## src/rtl/nibble_seq_adder.sv

```systemverilog
`default_nettype none
// ============================================================================
// Module   : nibble_seq_adder
// Purpose  : Multi-cycle adder. A single external 4-bit ripple-carry slice is
//            reused, one nibble per clock, LSB nibble first. The carry between
//            nibbles is kept in a register. The full result appears on sum
//            only when the last nibble is done.
// Ports    : clk        - clock, rising edge
//            rst_n      - synchronous active-low reset
//            start      - begin an addition (only looked at in IDLE)
//            a, b, cin  - operands and carry-in (W = 4*NUM_NIBBLES bits)
//            slice_a/b  - nibble operands sent to the external slice
//            slice_cin  - carry sent to the external slice
//            slice_sum  - combinational nibble sum returned by the slice
//            slice_cout - combinational carry returned by the slice
//            busy       - high in ADD and DONE
//            done       - one-cycle pulse; the result is valid in this cycle
//            sum/cout/ovf - registered result, carry-out and signed overflow
// Revision : 1.0 - initial release
// ============================================================================
module nibble_seq_adder #(
  parameter int NUM_NIBBLES = 4
) (
  input  logic                     clk,
  input  logic                     rst_n,
  input  logic                     start,
  input  logic [4*NUM_NIBBLES-1:0] a,
  input  logic [4*NUM_NIBBLES-1:0] b,
  input  logic                     cin,
  output logic [3:0]               slice_a,
  output logic [3:0]               slice_b,
  output logic                     slice_cin,
  input  logic [3:0]               slice_sum,
  input  logic                     slice_cout,
  output logic                     busy,
  output logic                     done,
  output logic [4*NUM_NIBBLES-1:0] sum,
  output logic                     cout,
  output logic                     ovf
);

  localparam int W = 4 * NUM_NIBBLES;
  // The index needs at least one bit, even when there is a single nibble.
  localparam int c_IDX_W = (NUM_NIBBLES > 1) ? $clog2(NUM_NIBBLES) : 1;
  localparam logic [c_IDX_W-1:0] c_LAST_IDX = c_IDX_W'(NUM_NIBBLES - 1);
  localparam logic [c_IDX_W-1:0] c_IDX_ONE  = c_IDX_W'(1);

  localparam logic [1:0] c_IDLE = 2'd0;
  localparam logic [1:0] c_ADD  = 2'd1;
  localparam logic [1:0] c_DONE = 2'd2;

  logic [1:0]         state_q, state_d;
  logic [W-1:0]       op_a_q, op_a_d;
  logic [W-1:0]       op_b_q, op_b_d;
  logic [W-1:0]       work_q, work_d;
  logic [c_IDX_W-1:0] idx_q, idx_d;
  logic               carry_q, carry_d;
  logic [W-1:0]       sum_q, sum_d;
  logic               cout_q, cout_d;
  logic               ovf_q, ovf_d;

  // Bit offset of the nibble being worked on (idx * 4).
  logic [c_IDX_W+1:0] nib_ofs;
  assign nib_ofs = {idx_q, 2'b00};

  // --------------------------------------------------------------------------
  // State and datapath registers
  // --------------------------------------------------------------------------
  always_ff @(posedge clk) begin
    if (!rst_n) begin
      state_q <= c_IDLE;
      op_a_q  <= '0;
      op_b_q  <= '0;
      work_q  <= '0;
      idx_q   <= '0;
      carry_q <= 1'b0;
      sum_q   <= '0;
      cout_q  <= 1'b0;
      ovf_q   <= 1'b0;
    end else begin
      state_q <= state_d;
      op_a_q  <= op_a_d;
      op_b_q  <= op_b_d;
      work_q  <= work_d;
      idx_q   <= idx_d;
      carry_q <= carry_d;
      sum_q   <= sum_d;
      cout_q  <= cout_d;
      ovf_q   <= ovf_d;
    end
  end

  // --------------------------------------------------------------------------
  // Next-state and datapath update
  // --------------------------------------------------------------------------
  always_comb begin
    state_d = state_q;
    op_a_d  = op_a_q;
    op_b_d  = op_b_q;
    work_d  = work_q;
    idx_d   = idx_q;
    carry_d = carry_q;
    sum_d   = sum_q;
    cout_d  = cout_q;
    ovf_d   = ovf_q;

    case (state_q)
      c_IDLE: begin
        if (start) begin
          op_a_d  = a;
          op_b_d  = b;
          carry_d = cin;
          idx_d   = '0;
          state_d = c_ADD;
        end
      end

      c_ADD: begin
        work_d[nib_ofs +: 4] = slice_sum;
        carry_d              = slice_cout;
        idx_d                = idx_q + c_IDX_ONE;
        if (idx_q == c_LAST_IDX) begin
          // Publish the whole result at once, including the nibble being
          // written on this edge, so partial sums are never seen on sum.
          // The final slice carry goes only to cout; it does not wrap into
          // nibble 0.
          sum_d   = work_d;
          cout_d  = slice_cout;
          ovf_d   = (op_a_q[W-1] == op_b_q[W-1]) && (work_d[W-1] != op_a_q[W-1]);
          idx_d   = '0;
          state_d = c_DONE;
        end
      end

      c_DONE: begin
        state_d = c_IDLE;
      end

      default: begin
        state_d = c_IDLE;
      end
    endcase
  end

  // --------------------------------------------------------------------------
  // Outputs. The slice is fed only from registers, so there is no
  // combinational path from the inputs to the slice outputs.
  // --------------------------------------------------------------------------
  always_comb begin
    slice_a   = 4'h0;
    slice_b   = 4'h0;
    slice_cin = 1'b0;
    busy      = 1'b0;
    done      = 1'b0;
    case (state_q)
      c_ADD: begin
        slice_a   = op_a_q[nib_ofs +: 4];
        slice_b   = op_b_q[nib_ofs +: 4];
        slice_cin = carry_q;
        busy      = 1'b1;
      end
      c_DONE: begin
        busy = 1'b1;
        done = 1'b1;
      end
      default: begin
      end
    endcase
  end

  assign sum  = sum_q;
  assign cout = cout_q;
  assign ovf  = ovf_q;

endmodule
`default_nettype wire

```

## config.mk

```make
export PLATFORM = sky130hd
export DESIGN_NAME = nibble_seq_adder
export DESIGN_NICKNAME = d
export VERILOG_FILES = /design/src/rtl/nibble_seq_adder.sv
export SDC_FILE = /design/constraint.sdc
export NUM_CORES = 1
export LEC_CHECK = 0
export CAP_MARGIN = 20
export CORE_ASPECT_RATIO = 1.25
export CORE_MARGIN = 2
export CORE_UTILIZATION = 51
export DETAILED_ROUTE_END_ITERATION = 8
export PLACE_DENSITY = 0.85
export SLEW_MARGIN = 20
export SYNTH_ARGS = -nofsm -noshare
export SYNTH_HDL_FRONTEND = slang
export SYNTH_SLANG_ARGS = --single-unit
```

## constraint.sdc

```tcl
create_clock -name clk -period 2.1 [get_ports clk]
set_input_delay 0.63 -clock clk [delete_from_list [all_inputs] [get_ports clk]]
set_output_delay 0.63 -clock clk [all_outputs]
set_load 0.005 [all_outputs]
```

==> impl_metrics.tcl, run 1 <==
set metrics [dict create \
    outcome "complete, but fails checks" \
    violations "setup timing" \
    grt_usage_pct 22.1 \
    peakVddDrop_mv 0.509 \
    critPathSlowestCell "mux4_2" \
    slew_headroom_pct 74.6 \
    diodes 0 \
    drt-pass1-iter-count 4 \
    place_ws_ns -0.168 \
    period_minus_slack_ns 2.27 \
    ys_seq_elements 71 \
    die-area_mm2 0.00713 \
    maxSlewViolCount 0 \
    layout.nets 486 \
    crit_path_frequent_cell "buf_6" \
    num_rows 32 \
    antenna_found_initial 0 \
    first_iter_violations 95 \
    synth_area_leader_cell "dfxtp_1" \
    die_w_um 75.9 \
    finalHoldViolations 0 \
    clockBufferDepth 2 \
    rrSetupSlack_ns 0.09 \
    clk-insertion-delay-late_ns 0.35 \
    layout_setup_ws_ns -0.173 \
    switching_share_pct 27.1 \
    ios 70 \
    p_per_area_mw_per_mm2 651 \
    netlist_top_cells_area "dfxtp_1 43%, nand2_1 8.0%, nor2b_1 6.1%, a21boi_0 5.9%, a21oi_1 4.7%" \
    syn_nets 414 \
    wl_met1_mm 3.12 \
    grt_pass1_vias 2777 \
    min_path_type "register to register" \
    synth_most_common_cell "dfxtp_1" \
    tritoncts "built" \
    routabilityCongestion 0.805 \
    rsz0062_at_grt "true" \
    maxUsedRoutingLayer "met4" \
    drc_errors 0 \
    switching_power_mw 0.774 \
    wl_per_cell_um 14.0 \
    ys.flop_type "dfxtp_1" \
    place_inst 506 \
    fin_cells 526 \
    wirelength_mm 7.39 \
    initial_core_util_pct 53.1 \
    post-route-period-util_pct 108 \
    ant_nets 0 \
    setup_viol 8 \
    design.core.area_mm2 0.00621 \
    yosys_warnings 0 \
    max-cap-violations 0 \
    syn-mean-instance-area_um2 9.06 \
    grt-ovfl-total 0 \
    cp.required_ns 1.47 \
    seq_area_frac_synth_pct 43.1 \
    layout-drive-gt1-share_pct 17.5 \
    path_cells "buf_6, buf_6, mux4_2, and2_4, buf_6" \
    arrival_ns 1.64 \
    pwr-share-clk_pct 34.0 \
    die_h_um 93.9 \
    syn-cell-area_mm2 0.00330 \
    synthTopCellsByCount "71 x dfxtp_1, 70 x nand2_1, 32 x nor2b_1" \
    pwr-share-seq_pct 50.0 \
    critPathKind "register to output pin" \
    clockRootBuffer "clkbuf_8" \
    cts.reportedPaths.clkPinSlew_ns 0.08 \
    finalPower_mw 2.86 \
    vias 2833 \
    grt_pass1_wl_mm 12.6 \
    async_flop_share_pct 0 \
    p_int_mw 2.09 \
    p_leak_nw 1.65 \
    worst_pin_slew_ns 0.382 \
    cts.sinks 71 \
    start_kind "register" \
    fmax_mhz 440 \
    finClkSkew_ns 0.00854 \
    htree_levels 3 \
    synth_top_area_share_pct 43.1 \
    fin_setup_tns_ns -1.03 \
    end_kind "output pin" \
    met3_length_um 330 \
    hold_ws_ns 0.458 \
    cts_made_buffers 9 \
    port_buffers 69 \
    synth_edf_count 0 \
    area_growth_pct 33.1 \
    post-dp-hpwl_mm 5.03 \
    grt_max_degree 33 \
    p_comb_share_pct 15.9 \
    worst_path_largest_cell_delay_ns 0.48 \
    synthCells 364 \
    viasPerCell 5.39 \
    ys_types 32 \
    met2_length_mm 3.79 \
    cp_max_fo 2 \
]
==> cells in the final DEF, fill, tap and decap left out, drive strengths merged, types with 3 or more instances in the layout <==
master         synthesis  final
nor2b                 32     32
nor2                   3      3
a32oi                 17     17
and2                  12     12
dfxtp                 71     71
a22oi                  3      3
buf                   18     32
mux4                   8      8
nand2                 70     70
clkdlybuf4s50          0     57
inv                    5      7
a21oi                 31     31
o21ai                 19     19
mux2i                  4      4
clkinv                 0      4
clkbuf                14     12
nand2b                 3      3
and4bb                 4      4
a21boi                32     32
ha                     9      9
==> per-stage QoR <==
| step | cell area [um^2] | utilization (%) |
|---|---|---|
| after floorplan | 3300 | - |
| after global placement | 4130 | 66.5 |
| after detailed placement | 4130 | 66.5 |
| after CTS | 4370 | 70.5 |
| after global routing | 4390 | 70.7 |
| final | 4390 | 70.7 |
==> worst paths after layout <==
| kind | start | endpoint | depth (start not counted) |
|---|---|---|---|
| setup / recovery | idx_q[0] | slice_b[1] | 5 |
| hold / removal | op_b_q[8] | op_b_q[8] | 2 |
| setup reg to reg | idx_q[0] | ovf | 9 |
| hold reg to reg | op_b_q[8] | op_b_q[8] | 2 |
==> critical path, delay by kind of cell (launching register included) <==
family	cells	cell delay (ns)
and+or+nand+nor	1	0.18
buffers and inverters	3	0.30
DFF	1	0.35
muxes	1	0.48
==> repair_timing <==
action,in CTS,in global routing
pin swaps,8,2
setup buffers,4,0
hold buffers,0,0
setup endpoints to repair,10,15
gates resized for setup,58,8
cloned,0,0
==> layout make-up <==
class	count	area, um^2
fillers	461	1820
inverters	5	18.8
well taps	85	106
multi-input cells	256	1740
clock buffers	10	128
repair buffers	93	931
flip-flops and latches	71	1430
clock inverters	6	45.0
==> routing by layer <==
metal | track usage [%] | vias to the layer above
met5 | 0 | -
li1 | - | 1409
met2 | 39.1 | 85
met1 | 25.9 | 1323
met4 | 9.85 | 0
met3 | 4.52 | 16
==> power groups by stage <==
stage	sequential, mW	combinational (mW)	clock (mW)
after floorplan	1.45	0.253	0
after global placement	1.46	0.419	0
after detailed placement	1.46	0.427	0
final	1.43	0.456	0.973
after global routing	1.44	0.502	1.07
after CTS	1.43	0.449	0.983
==> cell families (layout without fill, tap and decap cells) <==
group           Yosys count  in the layout  synth area share, %
simple gates            129            129                 19.9
compound gates          106            106                 21.2
flops                    71             71                 43.1
buf+inv                  37            114                 5.46
mux                      12             12                 6.90
fa+ha+maj                 9              9                 3.41
==> flip-flops by register name, summed over array words and instances, names as in the netlist <==
| name | count |
|---|---|
| sum | 16 |
| ovf | 1 |
| cout | 1 |
| op_b_q | 16 |
| carry_q | 1 |
| state_q | 2 |
| idx_q | 2 |
| op_a_q | 16 |
| work_q | 16 |
No activity file was read; power rests on OpenSTA's default activity.
==> inputs of run 2 (changes only) <==
--- a/config.mk
+++ b/config.mk
@@ -5,12 +5,14 @@
 export SDC_FILE = /design/constraint.sdc
 export NUM_CORES = 1
 export LEC_CHECK = 0
+export ABC_AREA = 1
 export CAP_MARGIN = 20
 export CORE_ASPECT_RATIO = 1.25
 export CORE_MARGIN = 2
 export CORE_UTILIZATION = 51
 export DETAILED_ROUTE_END_ITERATION = 8
 export PLACE_DENSITY = 0.85
+export SKIP_LAST_GASP = 1
 export SLEW_MARGIN = 20
 export SYNTH_ARGS = -nofsm -noshare
 export SYNTH_HDL_FRONTEND = slang
==> run 2 against run 1 <==
Compared with the run above:
- the run still ends with setup timing left
- sequential share of layout area increased by 0.92 points
- worst hold slack improved by 0.026 ns
- cell area is 2.6% lower
- fmax grew 8.0%
- clock skew decreased by 0.0015 ns
- worst setup slack improved by 0.17 ns
- die area grew 1.0%
- clock power increased by 1%
- routed wire length up 8.5%
- synthesized cell count up 30%
- power increased by 6.1%
- critical path type unchanged
- largest cell class unchanged
==> impl_metrics.tcl, run 2 <==
set metrics [dict create \
    synth_top_area_share_pct 42.6 \
    ant_nets 0 \
    synth_compound_area_share_pct 19.9 \
    wl_per_cell_um 12.6 \
    violations "setup timing" \
    yosys.area_share.xor_xnor_pct 0 \
    synthTopCellsByCount "137 x nor2_1, 71 x dfxtp_1, 62 x o21ai_0" \
    synth_fa_ha_area_share_pct 3.38 \
    finalHoldViolations 0 \
    grt_max_degree 34 \
    syn-mean-instance-area_um2 7.05 \
    synth_top_family_by_area "simple AND/OR/NAND/NOR gates" \
    die-area_mm2 0.00720 \
    yosys.area_share.simple_pct 20.9 \
    grt_util_met3_pct 5.07 \
    ys_types 25 \
    tritoncts "built" \
    grt_pass1_wl_mm 13.5 \
    layout.nets 595 \
    hold_ws_ns 0.484 \
    critPathSlowestCell "dfxtp_4" \
    p_per_area_mw_per_mm2 709 \
    critPathKind "register to output pin" \
    worst_path_largest_cell_delay_ns 0.38 \
    fin_setup_tns_ns -0.00416 \
    initial_core_util_pct 53.4 \
    cp_max_fo 8 \
    place_ws_ns -0.0658 \
    grt_util_met1_pct 26.1 \
    fin_cells 635 \
    path_cells "buf_6, nor2_1, nor2_1, o21ai_1, a21oi_1, clkbuf_2" \
    clk-insertion-delay-late_ns 0.35 \
    setup_viol 1 \
    layout_setup_ws_ns -0.00416 \
    syn-cell-area_mm2 0.00333 \
    start_kind "register" \
    htree_levels 3 \
    min_path_type "register to register" \
    end_kind "output pin" \
    ios 70 \
    p_leak_nw 1.97 \
    fmax_mhz 475 \
    first_iter_violations 253 \
    wirelength_mm 8.02 \
    die_w_um 76.3 \
    syn_nets 523 \
    synth_area_leader_cell "dfxtp_1" \
    worst_pin_slew_ns 0.353 \
    grt_usage_pct 23.7 \
    grt-ovfl-total 0 \
    ctsHoldBuffers 0 \
    cp.required_ns 1.47 \
    async_flop_share_pct 0 \
    use_met2_pct 42.3 \
    outcome "complete, but fails checks" \
    design.core.area_mm2 0.00625 \
    synth_most_common_cell "nor2_1" \
    peakVddDrop_mv 0.426 \
    ys_seq_elements 71 \
    rsz0062_at_grt "true" \
    area_growth_pct 28.3 \
    finalPower_mw 3.03 \
    cts.sinks 71 \
    port_buffers 69 \
    layout-drive-gt1-share_pct 11.3 \
    seq_area_frac_synth_pct 42.6 \
    routabilityCongestion 0.842 \
    cts.reportedPaths.clkPinSlew_ns 0.07 \
    cts_made_buffers 9 \
    grt_pass1_vias 3061 \
    antenna_found_initial 0 \
    clockRootBuffer "clkbuf_8" \
    place_inst 613 \
    maxSlewViolCount 0 \
    final_common_cell "nor2_1" \
    post-dp-hpwl_mm 5.57 \
    drc_errors 0 \
    yosys_warnings 0 \
    arrival_ns 1.47 \
    num_rows 32 \
    final_cell_mix "134 x nor2_1, 68 x dfxtp_1, 59 x clkdlybuf4s50_1, 57 x inv_1, 56 x o21ai_0" \
    ys.flop_type "dfxtp_1" \
    slew_headroom_pct 76.4 \
    period_minus_slack_ns 2.10 \
    viasPerCell 5.13 \
    vias 3257 \
    crit_path_frequent_cell "nor2_1" \
    max-cap-violations 0 \
    die_h_um 94.4 \
    clockBufferDepth 2 \
    drt-pass1-iter-count 4 \
    synthMuxAreaShare_pct 0 \
    diodes 0 \
    synthCells 473 \
    synth_edf_count 0 \
    post-route-period-util_pct 100 \
    finClkSkew_ns 0.00700 \
    netlist_top_cells_area "dfxtp_1 43%, nor2_1 15%, o21ai_0 9.3%, inv_1 6.4%, a21oi_1 4.1%" \
    busiest_layer "met2" \
]
-- run 2: changes by cell type after synthesis, moves of 25 or more --
cell | before | now
o21ai_0 | 19 | 62
a21boi_0 | 26 | 0
nor2b_1 | 32 | 0
o21ai_1 | 0 | 25
inv_1 | 5 | 57
nor2_1 | 3 | 137
nand2_1 | 70 | 18
-- run 2: final timing paths --
kind	startpoint	end	slack (ns)	cells past startpoint
min	state_q[0]	state_q[0]	0.48	2
max	idx_q[0]	slice_a[2]	-0.004	6
min reg2reg	state_q[0]	state_q[0]	0.48	2
max reg2reg	idx_q[0]	sum[14]	0.27	10
-- run 2: stage by stage --
stage	util (%)	instance area, um^2
finish	68.5	4280
CTS	68.0	4250
detailed placement	64.9	4050
global placement	64.9	4050
global route	68.5	4280
floorplan	-	3330
-- run 2: cells by family after synthesis --
group / after synthesis
and+or+nand+nor: 174
AOI/OAI and AO/OA: 128
buffers and inverters: 91
DFF: 71
adders and majority gates: 9
-- run 2: power by group --
part / switching (mW) / internal, mW / leakage [nW]
registers: 0.0519 / 1.44 / 0.584
logic: 0.310 / 0.248 / 1.30
clock network: 0.495 / 0.490 / 0.0894
total: 0.857 / 2.18 / 1.97
-- run 2: worst max-delay path, delay by kind of cell, from the launching register on --
kind / cells / cell delay, ns
and+or+nand+nor: 2 / 0.20
buffers and inverters: 2 / 0.26
DFF: 1 / 0.38
AOI/OAI and AO/OA: 2 / 0.28
-- run 2: area by class of cell --
class                   count  area (um^2)
flip-flops and latches     71         1430
multi-input cells         311         1490
repair buffers             87          823
inverters                  65          250
clock buffers              13          159
well taps                  85          106
clock inverters             3         17.5
fillers                   545         1970
-- run 2: repair_timing --
action                     CTS  global route
pin swaps                    9            10
buffers inserted             2             4
cloned                       0             0
setup endpoints to repair   10             7
resized for setup           39            15
-- run 2: per-layer routing --
layer,wire length (um),part of all wire (%)
met2,4080,51
met1,3140,39
met3,497,6.2
met4,304,3.8
met5,0,0
